$ cat config.mk
export PLATFORM = sky130hd
export DESIGN_NAME = vmc_wb_traffic_gen
export DESIGN_NICKNAME = d
export VERILOG_FILES = /design/src/rtl/vmc_tb_pkg.sv /design/src/rtl/vmc_lfsr32.sv /design/src/rtl/vmc_wb_traffic_gen.sv
export SDC_FILE = /design/constraint.sdc
export NUM_CORES = 1
export LEC_CHECK = 0
export ABC_AREA = 1
export CORE_MARGIN = 2
export CORE_UTILIZATION = 45
export CTS_BUF_LIST = sky130_fd_sc_hd__clkbuf_8
export CTS_CLUSTER_DIAMETER = 50
export DETAILED_ROUTE_END_ITERATION = 7
export DONT_BUFFER_PORTS = 1
export PLACE_DENSITY_LB_ADDON = 0.15
export SYNTH_ARGS = -nofsm -noshare
export SYNTH_HDL_FRONTEND = slang
export SYNTH_HIERARCHICAL = 1
export SYNTH_SLANG_ARGS = --single-unit
$ cat constraint.sdc
create_clock -name wb_clk -period 3.7 [get_ports wb_clk]
set_clock_uncertainty 0.15 [all_clocks]
set_input_delay 0.555 -clock wb_clk [delete_from_list [all_inputs] [get_ports wb_clk]]
set_output_delay 0.555 -clock wb_clk [all_outputs]
set_load 0.005 [all_outputs]
$ cat src/rtl/vmc_tb_pkg.sv
// Shared definitions for the Wishbone traffic generator.
// Holds the Wishbone CTI/BTE codes, the LFSR polynomial, the FSM state
// encoding and a helper that picks the burst type for a given burst length.
package vmc_tb_pkg;

  localparam logic [2:0] CtiClassic = 3'b000;
  localparam logic [2:0] CtiIncr    = 3'b010;
  localparam logic [2:0] CtiEob     = 3'b111;

  localparam logic [1:0] BteLinear = 2'b00;
  localparam logic [1:0] BteWrap4  = 2'b01;
  localparam logic [1:0] BteWrap8  = 2'b10;
  localparam logic [1:0] BteWrap16 = 2'b11;

  // x^32 + x^22 + x^2 + x + 1, right-shifting Galois form.
  localparam logic [31:0] LfsrPoly = 32'h80200003;

  typedef enum logic [1:0] {StIdle, StBurst, StGap, StDone} tg_state_e;

  function automatic logic [1:0] bte_for(input int unsigned burst_len, input bit wrap);
    logic [1:0] b;
    b = BteLinear;
    if (wrap) begin
      case (burst_len)
        4:       b = BteWrap4;
        8:       b = BteWrap8;
        16:      b = BteWrap16;
        default: b = BteLinear;
      endcase
    end
    return b;
  endfunction

endpackage

$ cat src/rtl/vmc_lfsr32.sv
// 32-bit Galois LFSR with synchronous seed load and step enable.
// Ports: clk, rst (sync, active high, loads SEED), load (reload SEED),
//        step (advance one state), value (current LFSR state).
module vmc_lfsr32
  import vmc_tb_pkg::*;
#(
  parameter logic [31:0] SEED = 32'h1
) (
  input  logic        clk,
  input  logic        rst,
  input  logic        load,
  input  logic        step,
  output logic [31:0] value
);

  logic [31:0] value_q, value_d;

  always_comb begin
    value_d = value_q;
    if (load) begin
      value_d = SEED;
    end else if (step) begin
      value_d = (value_q >> 1) ^ (value_q[0] ? LfsrPoly : 32'h0);
    end
  end

  always_ff @(posedge clk) begin
    if (rst) value_q <= SEED;
    else     value_q <= value_d;
  end

  assign value = value_q;

endmodule

$ cat src/rtl/vmc_wb_traffic_gen.sv
// Wishbone B3 burst traffic generator and checker.
// Writes an LFSR pattern over a region in bursts, reads it back and counts
// mismatching beats.
// Ports: wb_clk/wb_rst (sync active-high reset), start/mode (operation
//        request), adr/bte/cti/cyc/stb/we/sel/dat/dat_i/ack (Wishbone master),
//        busy/done/timeout/err_cnt/err_adr (status).
module vmc_wb_traffic_gen
  import vmc_tb_pkg::*;
#(
  parameter int unsigned           DAT_WIDTH   = 32,
  parameter int unsigned           ADR_WIDTH   = 32,
  parameter logic [ADR_WIDTH-1:0]  BASE_ADR    = '0,
  parameter int unsigned           NR_OF_WORDS = 1024,
  parameter int unsigned           BURST_LEN   = 4,
  parameter int unsigned           WRAP        = 0,
  parameter logic [31:0]           SEED        = 32'h1,
  parameter int unsigned           TIMEOUT     = 255
) (
  input  logic                   wb_clk,
  input  logic                   wb_rst,
  input  logic                   start,
  input  logic [1:0]             mode,
  output logic [ADR_WIDTH-1:0]   adr,
  output logic [1:0]             bte,
  output logic [2:0]             cti,
  output logic                   cyc,
  output logic                   stb,
  output logic                   we,
  output logic [DAT_WIDTH/8-1:0] sel,
  output logic [DAT_WIDTH-1:0]   dat,
  input  logic [DAT_WIDTH-1:0]   dat_i,
  input  logic                   ack,
  output logic                   busy,
  output logic                   done,
  output logic                   timeout,
  output logic [15:0]            err_cnt,
  output logic [ADR_WIDTH-1:0]   err_adr
);

  localparam int unsigned BLW  = (BURST_LEN > 1) ? $clog2(BURST_LEN) : 1;
  localparam int unsigned WCW  = $clog2(NR_OF_WORDS + 1);
  localparam int unsigned WTW  = $clog2(TIMEOUT + 1);
  localparam int unsigned Reps = DAT_WIDTH / 32;
  localparam logic [ADR_WIDTH-1:0] AdrStep = ADR_WIDTH'(DAT_WIDTH / 8);
  localparam logic [1:0] BteCfg = bte_for(BURST_LEN, WRAP != 0);

  tg_state_e state_q, state_d;

  logic                 phase_rd_q;     // 0: write phase, 1: read phase
  logic                 rd_after_wr_q;  // mode 00/11: read phase follows write
  logic [ADR_WIDTH-1:0] adr_q;
  logic [BLW-1:0]       beat_cnt_q;
  logic [WCW-1:0]       word_cnt_q;
  logic [WTW-1:0]       wait_cnt_q;
  logic [15:0]          err_cnt_q;
  logic [ADR_WIDTH-1:0] err_adr_q;
  logic                 timeout_q;
  logic                 done_q;

  logic [31:0]          lfsr_val;
  logic [DAT_WIDTH-1:0] pattern;

  logic accept, beat_ack, last_beat, last_word, wait_expired, phase_end, switch_to_rd;

  assign pattern      = {Reps{lfsr_val}};
  assign accept       = (state_q == StIdle) && start;
  assign beat_ack     = (state_q == StBurst) && ack;
  assign last_beat    = beat_cnt_q == BLW'(BURST_LEN - 1);
  assign last_word    = word_cnt_q == WCW'(NR_OF_WORDS - 1);
  // A late ack in the expiry cycle still completes the beat.
  assign wait_expired = (state_q == StBurst) && !ack && (wait_cnt_q == WTW'(TIMEOUT - 1));
  assign phase_end    = beat_ack && last_word;
  assign switch_to_rd = phase_end && !phase_rd_q && rd_after_wr_q;

  vmc_lfsr32 #(
    .SEED(SEED)
  ) u_lfsr (
    .clk  (wb_clk),
    .rst  (wb_rst),
    .load (accept || switch_to_rd),
    .step (beat_ack),
    .value(lfsr_val)
  );

  // State register
  always_ff @(posedge wb_clk) begin
    if (wb_rst) state_q <= StIdle;
    else        state_q <= state_d;
  end

  // Next-state logic
  always_comb begin
    state_d = state_q;
    unique case (state_q)
      StIdle: if (start) state_d = StBurst;
      StBurst: begin
        if (ack) begin
          if (last_beat) begin
            if (!last_word || switch_to_rd) state_d = StGap;
            else                            state_d = StDone;
          end
        end else if (wait_expired) begin
          state_d = StDone;
        end
      end
      StGap:   state_d = StBurst;
      StDone:  state_d = StIdle;
      default: state_d = StIdle;
    endcase
  end

  // Outputs decoded from registered state
  always_comb begin
    cyc  = 1'b0;
    stb  = 1'b0;
    we   = 1'b0;
    cti  = CtiClassic;
    bte  = BteLinear;
    busy = (state_q == StBurst) || (state_q == StGap);
    if (state_q == StBurst) begin
      cyc = 1'b1;
      stb = 1'b1;
      we  = !phase_rd_q;
      bte = BteCfg;
      if (BURST_LEN > 1) cti = last_beat ? CtiEob : CtiIncr;
    end
  end

  assign adr     = adr_q;
  assign sel     = '1;
  assign dat     = pattern;
  assign done    = done_q;
  assign timeout = timeout_q;
  assign err_cnt = err_cnt_q;
  assign err_adr = err_adr_q;

  // Datapath and status
  always_ff @(posedge wb_clk) begin
    if (wb_rst) begin
      phase_rd_q    <= 1'b0;
      rd_after_wr_q <= 1'b0;
      adr_q         <= BASE_ADR;
      beat_cnt_q    <= '0;
      word_cnt_q    <= '0;
      wait_cnt_q    <= '0;
      err_cnt_q     <= '0;
      err_adr_q     <= '0;
      timeout_q     <= 1'b0;
      done_q        <= 1'b0;
    end else if (accept) begin
      phase_rd_q    <= (mode == 2'b10);
      rd_after_wr_q <= (mode[1] == mode[0]);
      adr_q         <= BASE_ADR;
      beat_cnt_q    <= '0;
      word_cnt_q    <= '0;
      wait_cnt_q    <= '0;
      err_cnt_q     <= '0;
      err_adr_q     <= '0;
      timeout_q     <= 1'b0;
      done_q        <= 1'b0;
    end else if (beat_ack) begin
      wait_cnt_q <= '0;
      beat_cnt_q <= last_beat ? '0 : beat_cnt_q + BLW'(1);
      if (switch_to_rd) begin
        adr_q      <= BASE_ADR;
        word_cnt_q <= '0;
        phase_rd_q <= 1'b1;
      end else begin
        adr_q      <= adr_q + AdrStep;
        word_cnt_q <= word_cnt_q + WCW'(1);
      end
      if (phase_rd_q && (dat_i != pattern)) begin
        // err_cnt never wraps back to zero, so zero marks "no mismatch yet".
        if (err_cnt_q == 16'h0)    err_adr_q <= adr_q;
        if (err_cnt_q != 16'hFFFF) err_cnt_q <= err_cnt_q + 16'd1;
      end
      if (phase_end && !switch_to_rd) done_q <= 1'b1;
    end else if (wait_expired) begin
      timeout_q <= 1'b1;
      done_q    <= 1'b1;
    end else if (state_q == StBurst) begin
      wait_cnt_q <= wait_cnt_q + WTW'(1);
    end
  end

endmodule

# After elaboration in Yosys (flattened, before gate mapping)
# Index checks and enable logic that the tools add are counted.
dict set report totals {
  out_inout_bits 127
  register_bits 139
  input_bits 38
}
dict set report op_classes {
  n_mux 20
  bitwise_logic 3
  reduce_logical 31
  addsub 5
  n_eq_ne 14
}
# operator n
set ops {}
lappend ops {{$mux W32} 2}
lappend ops {{$add A32 B3 Y32 const B} 1}
lappend ops {{$ne A32 B32 Y1} 1}
lappend ops {{$xor A31 B32 Y32} 1}
lappend ops {{$add A16 B1 Y16 const B} 1}
lappend ops {{$logic_not A16 Y1} 1}
lappend ops {{$ne A16 B16 Y1 const B} 1}
lappend ops {{$add A11 B1 Y11 const B} 1}
lappend ops {{$eq A11 B10 Y1 const B} 1}
lappend ops {{$mux W11} 1}
lappend ops {{$mux W2} 5}
lappend ops {{$logic_and A1 B1 Y1} 9}
lappend ops {{$mux W1} 9}
lappend ops {{$reduce_and A3 Y1} 3}
lappend ops {{$add A8 B1 Y8 const B} 1}
lappend ops {{$eq A2 B2 Y1 const B} 4}
lappend ops {{$eq A8 B8 Y1 const B} 1}
lappend ops {{$pmux W2 S4} 1}
lappend ops {{$reduce_and A2 Y1} 4}
lappend ops {{$mux W3} 2}
lappend ops {{$ne A3 B3 Y1 const B} 2}
lappend ops {{$reduce_bool A2 Y1} 3}
lappend ops {{$logic_not A1 Y1} 4}
lappend ops {{$reduce_or A2 Y1} 2}
lappend ops {{other kinds (9)} 12}

# Longest topological paths before layout
# Gate-level depths: netlist (run 1).
dict set report depth {
  depth_word 10
  mapped_depth 14
  depth_no_buf 14
}

# Modules after synthesis
# Netlist (run 1), hierarchy kept.
# module area_each_um2 n_inst seq_area_each_um2 cells_each
set modules_own_cells {}
lappend modules_own_cells {vmc_wb_traffic_gen 5828.1 1 2062.0 854}
lappend modules_own_cells {vmc_lfsr32 1265.0 1 640.6 149}

# Worst setup path after synthesis (run 1)
# Ideal clock, no wire load.
dict set report synth_timing {
  path_type {register -> register}
  startpoint {reg state_q[1]}
  endpoint {reg adr_q[13], in the netlist adr[13]}
  path_buffers 0
  setup_slack_ns 1.783
  synth_period_minus_slack_ns 1.917
  stages_incl_launch_ff 12
  setup_ns 0.119
  arrival_time_ns 1.647
  cell_sequence {dfxtp_1 > inv_1 > ha_1 > nand2_2 > inv_2 > nand2_1 > nor2_2 > nand3_1 > nor3_2 > nand2_1 > o21ai_0 > a21oi_1}
}
dict set report synth_via {
  elab_chain_cells 6
}
# item line_no
set synth_rtl {}
lappend synth_rtl {{start, declared} vmc_wb_traffic_gen.sv:47} ;# tg_state_e state_q, state_d;
lappend synth_rtl {{start signal, assigned} vmc_wb_traffic_gen.sv:87} ;# if (wb_rst) state_q <= StIdle;
lappend synth_rtl {{start signal, assigned} vmc_wb_traffic_gen.sv:88} ;# else state_q <= state_d;
lappend synth_rtl {{$eq A2 B1 Y1} vmc_wb_traffic_gen.sv:67} ;# assign beat_ack = (state_q == StBurst) && ack;
lappend synth_rtl {{$logic_and A1 B1 Y1} vmc_wb_traffic_gen.sv:67}
lappend synth_rtl {{$logic_and A1 B1 Y1} vmc_wb_traffic_gen.sv:72} ;# assign phase_end = beat_ack && last_word;
lappend synth_rtl {{$logic_and A1 B1 Y1 (2 in a row)} vmc_wb_traffic_gen.sv:73} ;# assign switch_to_rd = phase_end && !phase_rd_q && rd_after_wr_q;
lappend synth_rtl {{$mux W32} vmc_wb_traffic_gen.sv:164} ;# if (switch_to_rd) begin
lappend synth_rtl {{end signal, assigned} vmc_wb_traffic_gen.sv:169} ;# adr_q <= adr_q + AdrStep;
lappend synth_rtl {{end, declared} vmc_wb_traffic_gen.sv:51} ;# logic [ADR_WIDTH-1:0] adr_q;
# Several ways; a longest one is shown, not always the timed one.
# A chain may end at the register's enable or synchronous reset.

# Worst setup path in the final report (run 1)
dict set report layout_timing {
  startpoint {reg state_q[1]}
  endpoint {reg word_cnt_q[9]}
}
dict set report layout_via {
  elab_chain_cells 6
}
# item line_no
set layout_rtl {}
lappend layout_rtl {{$eq A2 B1 Y1} vmc_wb_traffic_gen.sv:67}
lappend layout_rtl {{$logic_and A1 B1 Y1} vmc_wb_traffic_gen.sv:67}
lappend layout_rtl {{$logic_and A1 B1 Y1} vmc_wb_traffic_gen.sv:72}
lappend layout_rtl {{$logic_and A1 B1 Y1 (2 in a row)} vmc_wb_traffic_gen.sv:73}
lappend layout_rtl {{$mux W11} vmc_wb_traffic_gen.sv:164}
lappend layout_rtl {{end signal, assigned} vmc_wb_traffic_gen.sv:170} ;# word_cnt_q <= word_cnt_q + WCW'(1);
lappend layout_rtl {{end, declared} vmc_wb_traffic_gen.sv:53} ;# logic [WCW-1:0] word_cnt_q;
# Several ways; a longest one is shown, not always the timed one.

==> results.toml, run 1 <==
[status]
outcome = "finished, final reports clean"

[global_routing]
grt_pass1_wl_um = 26200
antenna_found_initial = 0
grt_pass1_vias = 5253
grt-ovfl-total = 0
grt_max_degree = 41
grt_use_total = 0.194

[die]
placementRows = 45
coreArea_sq_mm = 0.0153
dieArea_sq_mm = 0.0168
dieWidth_um = 130
io-pin-count = 165
die_h_um = 130
start_util = 0.463

[power_and_ir_drop]
power_mw = 3.39
vdd_drop_max_v = 0.000288
powerDensity_mw_per_mm2 = 451
p_leak_nw = 3.00

[detailed_routing]
drc = 0
wl_per_cell_um = 13.4
vias_per_cell = 4.78
routed_wl_um = 16200
postRouteAntennaNets = 0
first_iter_violations = 354
vias = 5807
dr.pass1.iters = 5

[cts]
cts-resized-gates = 0
cts_tree = "built"
clk_pin_slew_ps = 70
clk-insertion-delay-late_ps = 430
cts_setup_buffers = 0
h-tree-depth = 4
cts-root-buf = "clkbuf_8"
clk_path_buf_depth = 2
ctsHoldBuffers = 0
cts.sinks = 135
cts_made_buffers = 17

[placed_design]
portBuffers = 0
post-place-ws_ps = 1110
dpl_cell_area_sq_mm = 0.00713
dp_hpwl_um = 11600
gp_congestion = 0.880
dp_cells = 1184

[critical_path]
cp_data_arrival_time_ps = 2750
r2r_cells = 9
endpoint_kind = "register"
reg2reg_slack_ps = 1140
timing.rr.start = "state_q[1]$_SDFFE_PP0P_"
path_cells = "inv_1 > ha_1 > nand2_2 > inv_2 > nand3_1 > nor2_1 > nor2_4 > inv_2 > a211oi_1"
crit_required_ps = 3890
slowest_delay_ps = 360
critPathSlowestCell = "nor2_4"
cp_max_fo = 18
cpMostUsedCell = "inv_2"
reg2reg_to = "word_cnt_q[9]$_SDFFE_PP0N_"
cp-start-kind = "register"
critical_path_class = "reg -> reg"

[layout]
diodes = 0
stdcell_count = 1215
design_area_sq_mm = 0.00751
area_delta_synth_final_pct = 5.93
fill_cells = 1579
nets = 1042
drive_above_1_share = 0.103

[sta]
fmax_mhz = 390
fin_tns_setup_ps = 0
setup_ws_ps = 1140
min_period_ps = 2560
rsz0062_at_grt = "no"
slew_headroom = 0.616
fin_crit_sh = 0.692
setup_viol = 0
slew_viol_final = 0
finalHoldViolations = 0
tightest_slew_ps = 575

[logic_synthesis]
yosysTopAreaCellShare = 0.381
netlist_instances = 1003
avgSynthCellArea_sq_um = 7.07
ys_seq_elements = 135
yosys-top-cells-count = "265 x nand2_1, 135 x dfxtp_1, 131 x nor2_1, 121 x inv_1, 50 x a21oi_1"
yosys-top-cells-area = "dfxtp_1 38%, nand2_1 14%, nor2_1 6.9%"
synth_top_flop_cell = "dfxtp_1"
yosysMostFrequentCell = "nand2_1"
yosysSeqAreaShare = 0.381
synth_edf_count = 0
ys_async_sr_fraction = 0
yosysTopAreaCell = "dfxtp_1"
synth_cell_types = 44
ys_warn_count = 6
synth.cell_area_sq_mm = 0.00709

[min_path]
hp-start = "wb_rst"
hold_path_class = "in -> reg"
worstHoldPathCells = 1
min_to = "state_q[0]$_SDFFE_PP0P_"

[job]
drv_cap = 0
## worst max-delay path by stage
stage                            startpoint                    endpoint  slack [ps]
global placement    state_q[1]$_SDFFE_PP0P_        adr[29]$_SDFFE_PP0N_        1220
detailed placement  state_q[1]$_SDFFE_PP0P_  word_cnt_q[9]$_SDFFE_PP0N_        1110
floorplan           state_q[1]$_SDFFE_PP0P_        adr[13]$_SDFFE_PP0N_        1780
CTS                 state_q[1]$_SDFFE_PP0P_  word_cnt_q[9]$_SDFFE_PP0N_        1110
finish              state_q[1]$_SDFFE_PP0P_  word_cnt_q[9]$_SDFFE_PP0N_        1140
global route        state_q[1]$_SDFFE_PP0P_  word_cnt_q[9]$_SDFFE_PP0N_         890
## worst max-delay path, delay by kind of cell (launching register included)
| family | cells | cell delay (ps) |
|---|---|---|
| DFF | 1 | 340 |
| AOI/OAI and AO/OA | 1 | 260 |
| buffers and inverters | 3 | 490 |
| and+or+nand+nor | 4 | 920 |
| adders and majority gates | 1 | 310 |
## layout make-up
type | instances | area, sq um | area share
inverters | 133 | 504 | 0.0671
clock inverters | 13 | 140 | 0.0187
repair buffers | 4 | 30.0 | 0.00400
well taps | 211 | 264 | 0.0351
clock buffers | 18 | 248 | 0.0330
multi-input cells | 701 | 3620 | 0.482
flip-flops and latches | 135 | 2700 | 0.360
## cells by family (layout without fill, tap and decap cells)
kind of cell | after synthesis | after routing | share of synthesized area
xor+xnor | 44 | 44 | 0.0543
other cells | 2 | 10 | 0.00106
fa+ha+maj | 12 | 12 | 0.0212
compound gates | 123 | 123 | 0.108
buf+inv | 175 | 168 | 0.112
simple gates | 512 | 512 | 0.323
flops | 135 | 135 | 0.381
## layer usage
metal / wire, um / vias to the layer above / GRT usage
li1: - / 3124 / -
met1: 7660 / 2550 / 0.256
met2: 7420 / 123 / 0.310
met3: 1030 / 10 / 0.0615
met4: 119 / 0 / 0.0500
met5: 0 / - / 0
## where the power goes
group / total (mW) / internal [mW] / switching [mW]
combinational: 0.596 / 0.152 / 0.444
sequential: 1.57 / 1.51 / 0.0622
clock: 1.22 / 0.667 / 0.553
total: 3.39 / 2.33 / 1.06
## registers in the layout, summed over array words and instances, names as in the netlist
name / cells
state_q: 2
err_adr: 30
phase_rd_q: 1
u_lfsr/value: 32
done: 1
err_cnt: 16
wait_cnt_q: 8
beat_cnt_q: 2
word_cnt_q: 11
timeout: 1
rd_after_wr_q: 1
adr: 30
## cell usage in the layout, fill, tap and decap left out, types with 4 or more instances in the layout
master,count
a211oi_1,8
a21oi_1,50
a21oi_2,28
buf_4,4
clkbuf_8,18
clkinv_2,6
conb_1,10
dfxtp_1,135
ha_1,12
inv_1,124
inv_2,9
nand2_1,265
nand2_2,11
nand3_1,33
nand4_1,28
nor2_1,131
nor2_4,6
nor3_1,16
nor3_2,4
o21ai_0,22
o21ai_1,7
xnor2_1,27
xor2_1,17
## metrics by stage
step / utilization / hold WS (ps)
after floorplan: - / 293
after global placement: 0.465 / 315
after detailed placement: 0.465 / 313
after CTS: 0.491 / 4.11
after global routing: 0.491 / 11.0
final: 0.491 / 42.2
Power figures use the tool's default switching activity.
==> run 2: changes to the inputs <==
- clock period: 3.7 -> 2.65 ns (I/O delays scaled with it)
==> run 2 against run 1 <==
Effect of this change:
- sequential power up 39%
- sequential share of layout area fell by 0.65 points
- clock power is 52% higher
- combinational power grew 48%
- global-route usage increased by 0.52 points
- core utilization is 0.91 points higher
- critical path type unchanged
==> results.toml, run 2 (synthesis gave the netlist of run 1 again) <==
[status]
outcome = "finished, final reports clean"

[layout]
area_delta_synth_final_pct = 7.88
layout_commonest_cell = "nand2_1"
largest_reg_flops = 32
nets = 1051
fill_cells = 1581
diodes = 0
drive_above_1_share = 0.113
final_cell_mix = "265 x nand2_1, 135 x dfxtp_1, 131 x nor2_1"

[die]
dieWidth_um = 130
die_h_um = 130
io-pin-count = 165
placementRows = 45
coreArea_sq_mm = 0.0153
dieArea_sq_mm = 0.0168
start_util = 0.463

[detailed_routing]
dr.pass1.iters = 4
wl_per_cell_um = 13.4
postRouteAntennaNets = 0
vias_per_cell = 4.86
drc = 0
routed_wl_um = 16400
first_iter_violations = 332
vias = 5958

[placed_design]
gp_congestion = 0.883
dp_hpwl_um = 11800
portBuffers = 0

[power_and_ir_drop]
vdd_drop_max_v = 0.000312
clockPowerShare = 0.376
switching_share = 0.322
power_mw = 4.93
p_int_mw = 3.34
combPwrFrac = 0.179
powerDensity_mw_per_mm2 = 644
pwr-share-seq = 0.445
switchingPower_mw = 1.59
p_leak_nw = 3.05

[sta]
finalHoldViolations = 0
tightest_slew_ps = 566
slew_viol_final = 0
min_period_ps = 2170
setup_viol = 0
rsz0062_at_grt = "no"
fmax_mhz = 462
fin_crit_sh = 0.818
fin_tns_setup_ps = 0
slew_headroom = 0.621

[cts]
cts_tree = "built"
cts.sinks = 135
clk_pin_slew_ps = 80
cts_made_buffers = 17
clk-insertion-delay-late_ps = 460
cts-root-buf = "clkbuf_8"
clk_path_buf_depth = 2
h-tree-depth = 4

[critical_path]
r2r_cells = 14
crit_required_ps = 2850
critPathSlowestCell = "dfxtp_1"
cp_max_fo = 28
timing.rr.start = "word_cnt_q[0]$_SDFFE_PP0N_"
path_cells = "ha_1 > nand2_1 > nor2_1 > nand2_1 > nor2_1 > nand3_1 > nor2_1 > nand2_1 > nand2_1 > nor2_4 > inv_4 > nor2_1 > nand2_1 > inv_1"
reg2reg_to = "u_lfsr/value[1]$_SDFFE_PP0P_"
cp-start-kind = "register"
slowest_delay_ps = 360
cp_data_arrival_time_ps = 2370
endpoint_kind = "register"
critical_path_class = "reg -> reg"
reg2reg_slack_ps = 480
cpMostUsedCell = "nand2_1"

[global_routing]
antenna_found_initial = 0
grt_use_total = 0.200
grt_max_degree = 43
grt_pass1_vias = 5513
grt_pass1_wl_um = 26700
grt-ovfl-total = 0

[min_path]
hp-start = "start"
hold_path_class = "in -> reg"
min_to = "rd_after_wr_q$_SDFFE_PP0P_"
worstHoldPathCells = 3

[job]
drv_cap = 0
[run 2: what timing repair did]
item / CTS / global route
buffers inserted: 0 / 0
hold buffers: 1 / 0
resized for setup: 0 / 0
hold endpoints to repair: 8 / 0
[run 2: how the worst max path moves through the flow]
stage / start / to / cells after the start / slack [ps]
floorplan: state_q[1]$_SDFFE_PP0P_ / adr[13]$_SDFFE_PP0N_ / 11 / 730
global placement: state_q[1]$_SDFFE_PP0P_ / adr[24]$_SDFFE_PP0N_ / 10 / 510
detailed placement: state_q[0]$_SDFFE_PP0P_ / wait_cnt_q[7]$_SDFFE_PP0P_ / 9 / 490
CTS: state_q[0]$_SDFFE_PP0P_ / wait_cnt_q[7]$_SDFFE_PP0P_ / 9 / 460
global route: word_cnt_q[0]$_SDFFE_PP0N_ / u_lfsr/value[21]$_SDFFE_PP0P_ / 14 / 190
finish: word_cnt_q[0]$_SDFFE_PP0N_ / u_lfsr/value[1]$_SDFFE_PP0P_ / 14 / 480
[run 2: routing by layer]
metal  share of wire  track usage  wire length [um]
met5               0            0                 0
met2            0.44        0.317              7290
met3           0.064       0.0566              1040
met1            0.47        0.260              7780
met4           0.018       0.0734               289
[run 2: power by group through the flow]
stage	Clock [mW]	Combinational (mW)	Sequential, mW
floorplan	0	0.765	2.22
global placement	0	0.887	2.24
detailed placement	0	0.892	2.24
CTS	1.90	0.898	2.19
global route	1.98	1.01	2.21
finish	1.86	0.883	2.19
[run 2: layout make-up]
class	count	area (sq um)	share of cell area
clock inverters	13	170	0.0222
flip-flops and latches	135	2700	0.353
inverters	133	504	0.0659
repair buffers	13	125	0.0164
clock buffers	19	262	0.0342
multi-input cells	701	3620	0.474
well taps	211	264	0.0345
[run 2: worst max-delay path: cells and delay by family, from the launching register on]
family                     cells  cell delay [ps]
adders and majority gates      1              190
buffers and inverters          2              370
DFF                            1              360
and+or+nand+nor               11             1000
[run 2: per-stage QoR]
stage	setup WS [ps]	instances	utilization	area [sq um]	hold slack [ps]
final	483	1225	0.500	7650	69.0
after global routing	186	1225	0.500	7650	101
after CTS	456	1225	0.500	7650	53.1
after detailed placement	488	1192	0.471	7210	311
after global placement	514	1192	0.471	7210	311
after floorplan	733	1011	-	7120	293
